<file path="src/rtl/rom_stream_reader_if.sv">
// rom_stream_reader_if
//   Groups the request, ROM and output-stream signals of rom_stream_reader.
//   master : the request issuer, ROM model and stream consumer
//   slave  : the reader itself
//   Signals:
//     start, base_addr, length : burst request (master -> slave)
//     rom_address / rom_data   : synchronous ROM port (address out, data back)
//     out_data/out_valid/out_ready : output stream handshake
//     busy, done               : burst status
interface rom_stream_reader_if #(
  parameter int ADDR_W = 7,
  parameter int DATA_W = 8
);
  logic              start;
  logic [ADDR_W-1:0] base_addr;
  logic [ADDR_W:0]   length;
  logic [ADDR_W-1:0] rom_address;
  logic [DATA_W-1:0] rom_data;
  logic [DATA_W-1:0] out_data;
  logic              out_valid;
  logic              out_ready;
  logic              busy;
  logic              done;

  modport master (
    output start, base_addr, length, rom_data, out_ready,
    input  rom_address, out_data, out_valid, busy, done
  );

  modport slave (
    input  start, base_addr, length, rom_data, out_ready,
    output rom_address, out_data, out_valid, busy, done
  );
endinterface

</file>
<file path="src/rtl/rom_stream_reader.sv">
// rom_stream_reader
//   Reads a burst of consecutive words from a synchronous ROM (one cycle read
//   latency) and streams them out through a 2-entry buffer with valid/ready
//   flow control. Reads are credit-limited so the buffer can never overflow.
//   Ports:
//     clk   : clock, all state changes on the rising edge
//     rst_n : asynchronous active-low reset, synchronous release
//     bus   : rom_stream_reader_if.slave (request, ROM port, stream, status)
//
//   state  | meaning
//   -------+-------------------------------------------------------------
//   IDLE   | waiting for start; first read goes out in the accepting cycle
//   READ   | issuing remaining reads as buffer credit allows
//   DRAIN  | all reads issued, waiting for the last word to be accepted
module rom_stream_reader #(
  parameter int ADDR_W     = 7,
  parameter int DATA_W     = 8,
  parameter int FIFO_DEPTH = 2
) (
  input logic               clk,
  input logic               rst_n,
  rom_stream_reader_if.slave bus
);

  localparam logic [1:0] S_IDLE  = 2'd0;
  localparam logic [1:0] S_READ  = 2'd1;
  localparam logic [1:0] S_DRAIN = 2'd2;

  localparam logic [ADDR_W:0] MAX_LEN = (ADDR_W+1)'(1) << ADDR_W;
  localparam logic [ADDR_W:0] CNT_ONE = (ADDR_W+1)'(1);
  localparam logic [2:0]      DEPTH   = 3'(FIFO_DEPTH);

  logic [1:0]        state;
  logic [ADDR_W-1:0] ptr;
  logic [ADDR_W-1:0] addr_q;
  logic [ADDR_W-1:0] issue_addr;
  logic [ADDR_W:0]   issue_cnt;
  logic [ADDR_W:0]   len_c;
  logic              inflight;
  logic              start_ok;
  logic              idle_issue;
  logic              read_issue;
  logic              issue;
  logic              done_q;

  logic [DATA_W-1:0] mem [2];
  logic              wr_sel;
  logic              rd_sel;
  logic [1:0]        count;
  logic              push;
  logic              pop;
  logic              valid_int;
  logic [2:0]        occ_after;

  assign len_c      = (bus.length > MAX_LEN) ? MAX_LEN : bus.length;
  assign start_ok   = rst_n && (state == S_IDLE) && bus.start;
  // The first read is launched with the start itself so the first word
  // reaches the output two cycles after start.
  assign idle_issue = start_ok && (len_c != '0);

  assign valid_int  = (count != 2'd0);
  assign pop        = valid_int && bus.out_ready;
  // A word from the ROM lands in the buffer the cycle after its read.
  assign push       = inflight;

  // Occupancy after this cycle's pop, counting the word still in flight.
  // Taking the pop into account keeps one word per cycle flowing with a
  // 2-deep buffer, and still guarantees a full buffer never sees a write.
  assign occ_after  = {1'b0, count} + {2'b00, inflight} - {2'b00, pop};

  assign read_issue = (state == S_READ) && (issue_cnt != '0) && (occ_after < DEPTH);
  assign issue      = idle_issue || read_issue;
  assign issue_addr = (state == S_IDLE) ? bus.base_addr : ptr;

  // Address holds its last issued value between reads.
  assign bus.rom_address = issue ? issue_addr : addr_q;

  always_ff @(posedge clk or negedge rst_n) begin
    if (!rst_n) begin
      state     <= S_IDLE;
      ptr       <= '0;
      addr_q    <= '0;
      issue_cnt <= '0;
      inflight  <= 1'b0;
      done_q    <= 1'b0;
    end else begin
      done_q   <= 1'b0;
      inflight <= issue;
      if (issue) begin
        addr_q <= issue_addr;
        ptr    <= issue_addr + ADDR_W'(1);
      end
      case (state)
        S_IDLE: begin
          if (start_ok) begin
            if (len_c == '0) begin
              done_q <= 1'b1;
            end else begin
              issue_cnt <= len_c - CNT_ONE;
              state     <= (len_c == CNT_ONE) ? S_DRAIN : S_READ;
            end
          end
        end
        S_READ: begin
          if (read_issue) begin
            issue_cnt <= issue_cnt - CNT_ONE;
            if (issue_cnt == CNT_ONE) state <= S_DRAIN;
          end
        end
        S_DRAIN: begin
          if (pop && (count == 2'd1) && !inflight) begin
            state  <= S_IDLE;
            done_q <= 1'b1;
          end
        end
        default: state <= S_IDLE;
      endcase
    end
  end

  always_ff @(posedge clk or negedge rst_n) begin
    if (!rst_n) begin
      mem[0] <= '0;
      mem[1] <= '0;
      wr_sel <= 1'b0;
      rd_sel <= 1'b0;
      count  <= 2'd0;
    end else begin
      if (push) begin
        mem[wr_sel] <= bus.rom_data;
        wr_sel      <= ~wr_sel;
      end
      if (pop) rd_sel <= ~rd_sel;
      case ({push, pop})
        2'b10:   count <= count + 2'd1;
        2'b01:   count <= count - 2'd1;
        default: count <= count;
      endcase
    end
  end

  assign bus.out_valid = valid_int;
  assign bus.out_data  = mem[rd_sel];
  assign bus.busy      = (state != S_IDLE);
  assign bus.done      = done_q;

endmodule

</file>
<file path="src/flat_wrapper.sv">
// flat-port wrapper written by rule: the top's interface ports become plain ports
module rom_stream_reader_flat 
#(
  parameter int ADDR_W     = 7,
  parameter int DATA_W     = 8,
  parameter int FIFO_DEPTH = 2
)
  (clk, rst_n, bus_start, bus_base_addr, bus_length, bus_rom_data, bus_out_ready, bus_rom_address, bus_out_data, bus_out_valid, bus_busy, bus_done);
  rom_stream_reader_if #(.ADDR_W(ADDR_W), .DATA_W(DATA_W)) bus_i ();
  input logic clk;
  input logic rst_n;
  input wire logic [$bits(bus_i.start)-1:0] bus_start;
  input wire logic [$bits(bus_i.base_addr)-1:0] bus_base_addr;
  input wire logic [$bits(bus_i.length)-1:0] bus_length;
  input wire logic [$bits(bus_i.rom_data)-1:0] bus_rom_data;
  input wire logic [$bits(bus_i.out_ready)-1:0] bus_out_ready;
  output wire logic [$bits(bus_i.rom_address)-1:0] bus_rom_address;
  output wire logic [$bits(bus_i.out_data)-1:0] bus_out_data;
  output wire logic [$bits(bus_i.out_valid)-1:0] bus_out_valid;
  output wire logic [$bits(bus_i.busy)-1:0] bus_busy;
  output wire logic [$bits(bus_i.done)-1:0] bus_done;
  assign bus_i.start = bus_start;
  assign bus_i.base_addr = bus_base_addr;
  assign bus_i.length = bus_length;
  assign bus_i.rom_data = bus_rom_data;
  assign bus_i.out_ready = bus_out_ready;
  assign bus_rom_address = bus_i.rom_address;
  assign bus_out_data = bus_i.out_data;
  assign bus_out_valid = bus_i.out_valid;
  assign bus_busy = bus_i.busy;
  assign bus_done = bus_i.done;
  rom_stream_reader #(.ADDR_W(ADDR_W), .DATA_W(DATA_W), .FIFO_DEPTH(FIFO_DEPTH)) u_core (.clk(clk), .rst_n(rst_n), .bus(bus_i));
endmodule
</file>
<file path="config.mk">
export PLATFORM = sky130hd
export DESIGN_NAME = rom_stream_reader_flat
export DESIGN_NICKNAME = d
export VERILOG_FILES = /design/src/rtl/rom_stream_reader_if.sv /design/src/rtl/rom_stream_reader.sv /design/src/flat_wrapper.sv
export SDC_FILE = /design/constraint.sdc
export NUM_CORES = 1
export LEC_CHECK = 0
export BUFFER_PORTS_ARGS = -buffer_cell sky130_fd_sc_hd__buf_4
export CELL_PAD_IN_SITES_DETAIL_PLACEMENT = 0
export CELL_PAD_IN_SITES_GLOBAL_PLACEMENT = 2
export CORE_UTILIZATION = 35
export DETAILED_ROUTE_END_ITERATION = 10
export HOLD_SLACK_MARGIN = 0.08
export PLACE_DENSITY = 0.85
export SLEW_MARGIN = 5
export SYNTH_ARGS = -nofsm -noshare
export SYNTH_HDL_FRONTEND = slang
export SYNTH_SLANG_ARGS = --single-unit
</file>
<file path="constraint.sdc">
create_clock -name clk -period 4.2 [get_ports clk]
set_input_delay 0.84 -clock clk [delete_from_list [all_inputs] [get_ports clk]]
set_output_delay 0.84 -clock clk [all_outputs]
set_load 0.05 [all_outputs]
</file>
==> results by group <==
Status
  • Status: finished, final reports clean

Clock tree
  • TritonCTS clock tree: built
  • TritonCTS Buffers: 5
  • Hold_buf cts: 0
  • Max clock buf depth: 2
  • Clock-pin slew on the worst setup and hold paths: 0.10 ns
  • H-tree Lvls: 2
  • Skew-Pair Late Insertion Delay: 0.31 ns
  • CTS root buffer: clkbuf_8
  • Clock sink count: 46

Synth
  • Asr flop ratio synth: between 90% and 100%
  • Mux contribution to synthesized area: 11.3%
  • Syn nets: about 320
  • Synth Area in Compound Gates: between 10% and 20%
  • Mean area per synthesized cell: 9.62 µm²
  • Largest family of logic cells by synthesized area: simple AND/OR/NAND/NOR gates
  • Sequential fraction of the synthesis area: 42.0%
  • Flops & latches, synth: between 40 and 50
  • Post-Syn Instances: 285
  • Number of synthesized flops with an enable pin: 0
  • Distinct cells, synth: 51
  • Primary FF master, synth: dfrtp_1
  • Synth warnings: 0
  • Post-Synth XOR/XNOR Area: 2.55%
  • Synthesized cell area: around 0.0027 mm²
  • Adder-Cell Fraction of Synth Area: 4.84%
  • Simple-gate share of the synthesized area: ~19%

Placed design
  • RePlAce Congestion: 0.758
  • HPWL Detailed: approximately 4500 µm
  • # port buffers: 44

Worst setup path
  • Crit-path max FO: 25
  • Critical setup path kind: register to primary output
  • RR Endpoint: u_core.issue_cnt[3]
  • Delay-heaviest family, CP: adder cells
  • Worst setup EP type: primary output
  • Slowest stage cell, crit path: fa_1
  • CP Data Arrival Time: 3.18 ns
  • Worst Path Required: about 3.4 ns
  • Type of origin of the critical path: register
  • CP bufs+invs: 3
  • Crit. path cell count: 12
  • CP Capture Point: bus_rom_address[0]
  • CP max stage delay: 0.45 ns
  • Crit-path cells: inv_1 -> ha_1 -> nand2b_1 -> xnor2_2 -> nand2_1 -> fa_1 -> xnor2_2 -> a41oi_4 -> buf_8 -> nor2_1 -> nor2_1 -> buf_4
  • Slack of the worst reg-to-reg path: 1.28 ns
  • Worst reg2reg path depth: 12
  • Worst R2R Start: u_core.count[1]
  • CP Launch Point: u_core.count[1]

Global routing
  • Tot GR Track Use: 16.0%
  • Vias in the first global route: 2141
  • Initial antenna violation count: 0
  • Aggregate global routing overflow: 0
  • Largest net degree at the start of global routing: 47
  • First-pass GRT wire length: 10500 µm

Pwr
  • Worst vdd ir: around 430 µV
  • Pwr dens: 875 mW/mm²
  • Pleak: 1.44 nW

STA
  • Final setup vio count: 0
  • Crit share post-route: 95.8%
  • Pins Over Slew Limit: 0
  • Slew margin rel.: between 40% and 50%
  • Highest attainable clock frequency: about 0.25 GHz
  • Worst slew pin tran: 0.813 ns
  • Hold WS: 0.504 ns
  • Final worst clock skew: 0.0112 ns
  • Min Tclk post-route: 4.02 ns
  • Final hold viol count: 0

Layout
  • Layout Utilization: roughly 44%
  • Area grow syn2layout: 20.2%
  • Ant. Diodes: 0
  • Nets: ~360
  • Share of layout cells above drive strength 1: 27.8%

Floorplanning
  • Die height: between 90 and 100 µm
  • Die area: between 0.008 and 0.009 mm²
  • Die width: 90.5 µm
  • Core Area: 0.00741 mm²
  • Num ports: 45
  • Num rows: 31
  • Initial core utilization: 37.0%

Detailed routing
  • Starting DRT DRC Count: slightly above 80
  • DRC: 0
  • Via-to-Cell Ratio: 5.19
  • First-pass DRT Iterations: 4
  • ANT nets after route: 0
  • Post-Route WL: 6390 µm
  • Via count: 2212
  • Average wire per standard cell: between 15 and 20 µm

Job
  • Maxcap violations: 0

Worst hold path
  • Hold WC Path Type: register to register
-- synth_stat cells (3+ instances only) --
master / instances / area share, %
a21oi_1: 9 / 1.6
buf_2: 4 / 0.73
dfrtp_1: 46 / 42
o31ai_1: 5 / 1.4
nor3_1: 6 / 1.1
nand2_1: 29 / 4.0
nor2_1: 27 / 3.7
nand2b_1: 6 / 1.4
xnor2_1: 6 / 1.9
nand3_1: 5 / 0.91
mux2_2: 24 / 9.9
ha_1: 9 / 4.1
nor2b_1: 8 / 1.8
o21ai_0: 18 / 3.3
inv_1: 8 / 1.1
and2_1: 3 / 0.68
a31oi_1: 9 / 2.1
nand4_1: 5 / 1.1
o21a_1: 3 / 0.82
o211ai_1: 5 / 1.4
clkbuf_1: 10 / 1.4
mux2i_1: 4 / 1.5
-- worst register-to-register path: cells and delay by family (launching register included) --
| family | cells | cell delay [ns] |
|---|---|---|
| buf+inv | 3 | 0.43 |
| xor+xnor | 2 | 0.47 |
| fa+ha+maj | 2 | 0.64 |
| compound gates | 3 | 0.50 |
| flops | 1 | 0.43 |
| simple gates | 2 | 0.35 |
-- cell usage in the layout (no fill, tap or decap), types with 4 or more instances in the layout --
| cell | synthesis | layout |
|---|---|---|
| nor3_1 | 6 | 6 |
| o211ai_1 | 5 | 5 |
| a21oi_1 | 9 | 9 |
| nor2b_1 | 8 | 8 |
| clkbuf_8 | 0 | 5 |
| a31oi_1 | 9 | 9 |
| mux2_2 | 24 | 24 |
| inv_1 | 8 | 8 |
| nand3_1 | 5 | 5 |
| nand2b_1 | 6 | 6 |
| xnor2_1 | 6 | 4 |
| nand4_1 | 5 | 5 |
| o31ai_1 | 5 | 5 |
| mux2i_1 | 4 | 4 |
| ha_1 | 9 | 9 |
| dfrtp_1 | 46 | 45 |
| nand2_1 | 29 | 29 |
| buf_4 | 0 | 49 |
| nor2_1 | 27 | 27 |
| o21ai_0 | 18 | 18 |
-- worst min-delay path by stage --
stage	start	to	slack (ns)	depth (start not counted)
after floorplan	u_core.wr_sel	u_core.wr_sel	0.46	1
after global placement	u_core.wr_sel	u_core.wr_sel	0.48	1
after detailed placement	u_core.wr_sel	u_core.wr_sel	0.49	1
after CTS	u_core.wr_sel	u_core.wr_sel	0.50	1
after global routing	u_core.mem[6]	u_core.mem[6]	0.53	1
final	u_core.wr_sel	u_core.wr_sel	0.50	1
-- final cells by class --
type,instances,area [µm²]
fill,728,4110
clock inverter,3,23.8
multi-input combinational,214,1510
clock buffer,5,68.8
sequential,46,1150
inverter,9,36.3
timing repair buffer,50,383
tap,99,124
-- per-layer routing --
metal | vias up | wire length, µm | global-route usage, %
met4 | 0 | 66 | 5.11
li1 | 1094 | - | -
met3 | 8 | 227 | 3.79
met1 | 1076 | 3170 | 21.0
met2 | 34 | 2930 | 25.8
met5 | - | 0 | 0
-- through the flow --
stage / cells / power [mW] / area, µm² / setup TNS, ns / setup slack [ns]
after global placement: 417 / 2.56 / 3170 / 0 / 0.320
after global routing: 426 / 3.09 / 3300 / -0.0192 / -0.0192
after CTS: 425 / 2.86 / 3260 / 0 / 0.0233
after detailed placement: 417 / 2.56 / 3170 / 0 / 0.238
final: 426 / 2.88 / 3300 / 0 / 0.175
after floorplan: 285 / 2.11 / 2740 / -0.540 / -0.180
-- state kept, by name, summed over array words and instances (netlist names) --
register,flops
u_core.wr_sel,1
u_core.addr_q,7
u_core.issue_cnt,8
u_core.state,2
u_core.rd_sel,1
u_core.count,2
u_core.inflight,1
u_core.bus.done,1
u_core.mem,16
u_core.ptr,7
-- kinds of logic after synthesis --
group | count (synthesis)
flops | 46
mux | 28
xor+xnor | 8
compound gates | 65
buf+inv | 25
simple gates | 103
fa+ha+maj | 10
-- where the power goes --
part,switching (mW),internal [mW],total [mW]
combinational,1.07,0.665,1.74
clock,0.172,0.119,0.291
sequential,0.193,0.660,0.854
total,1.44,1.44,2.88
-- repair_timing --
action,4_1_cts,5_1_grt
setup endpoints to repair,0,7
gates resized for setup,0,6
setup buffers,0,1
No activity file was read; power rests on OpenSTA's default activity.
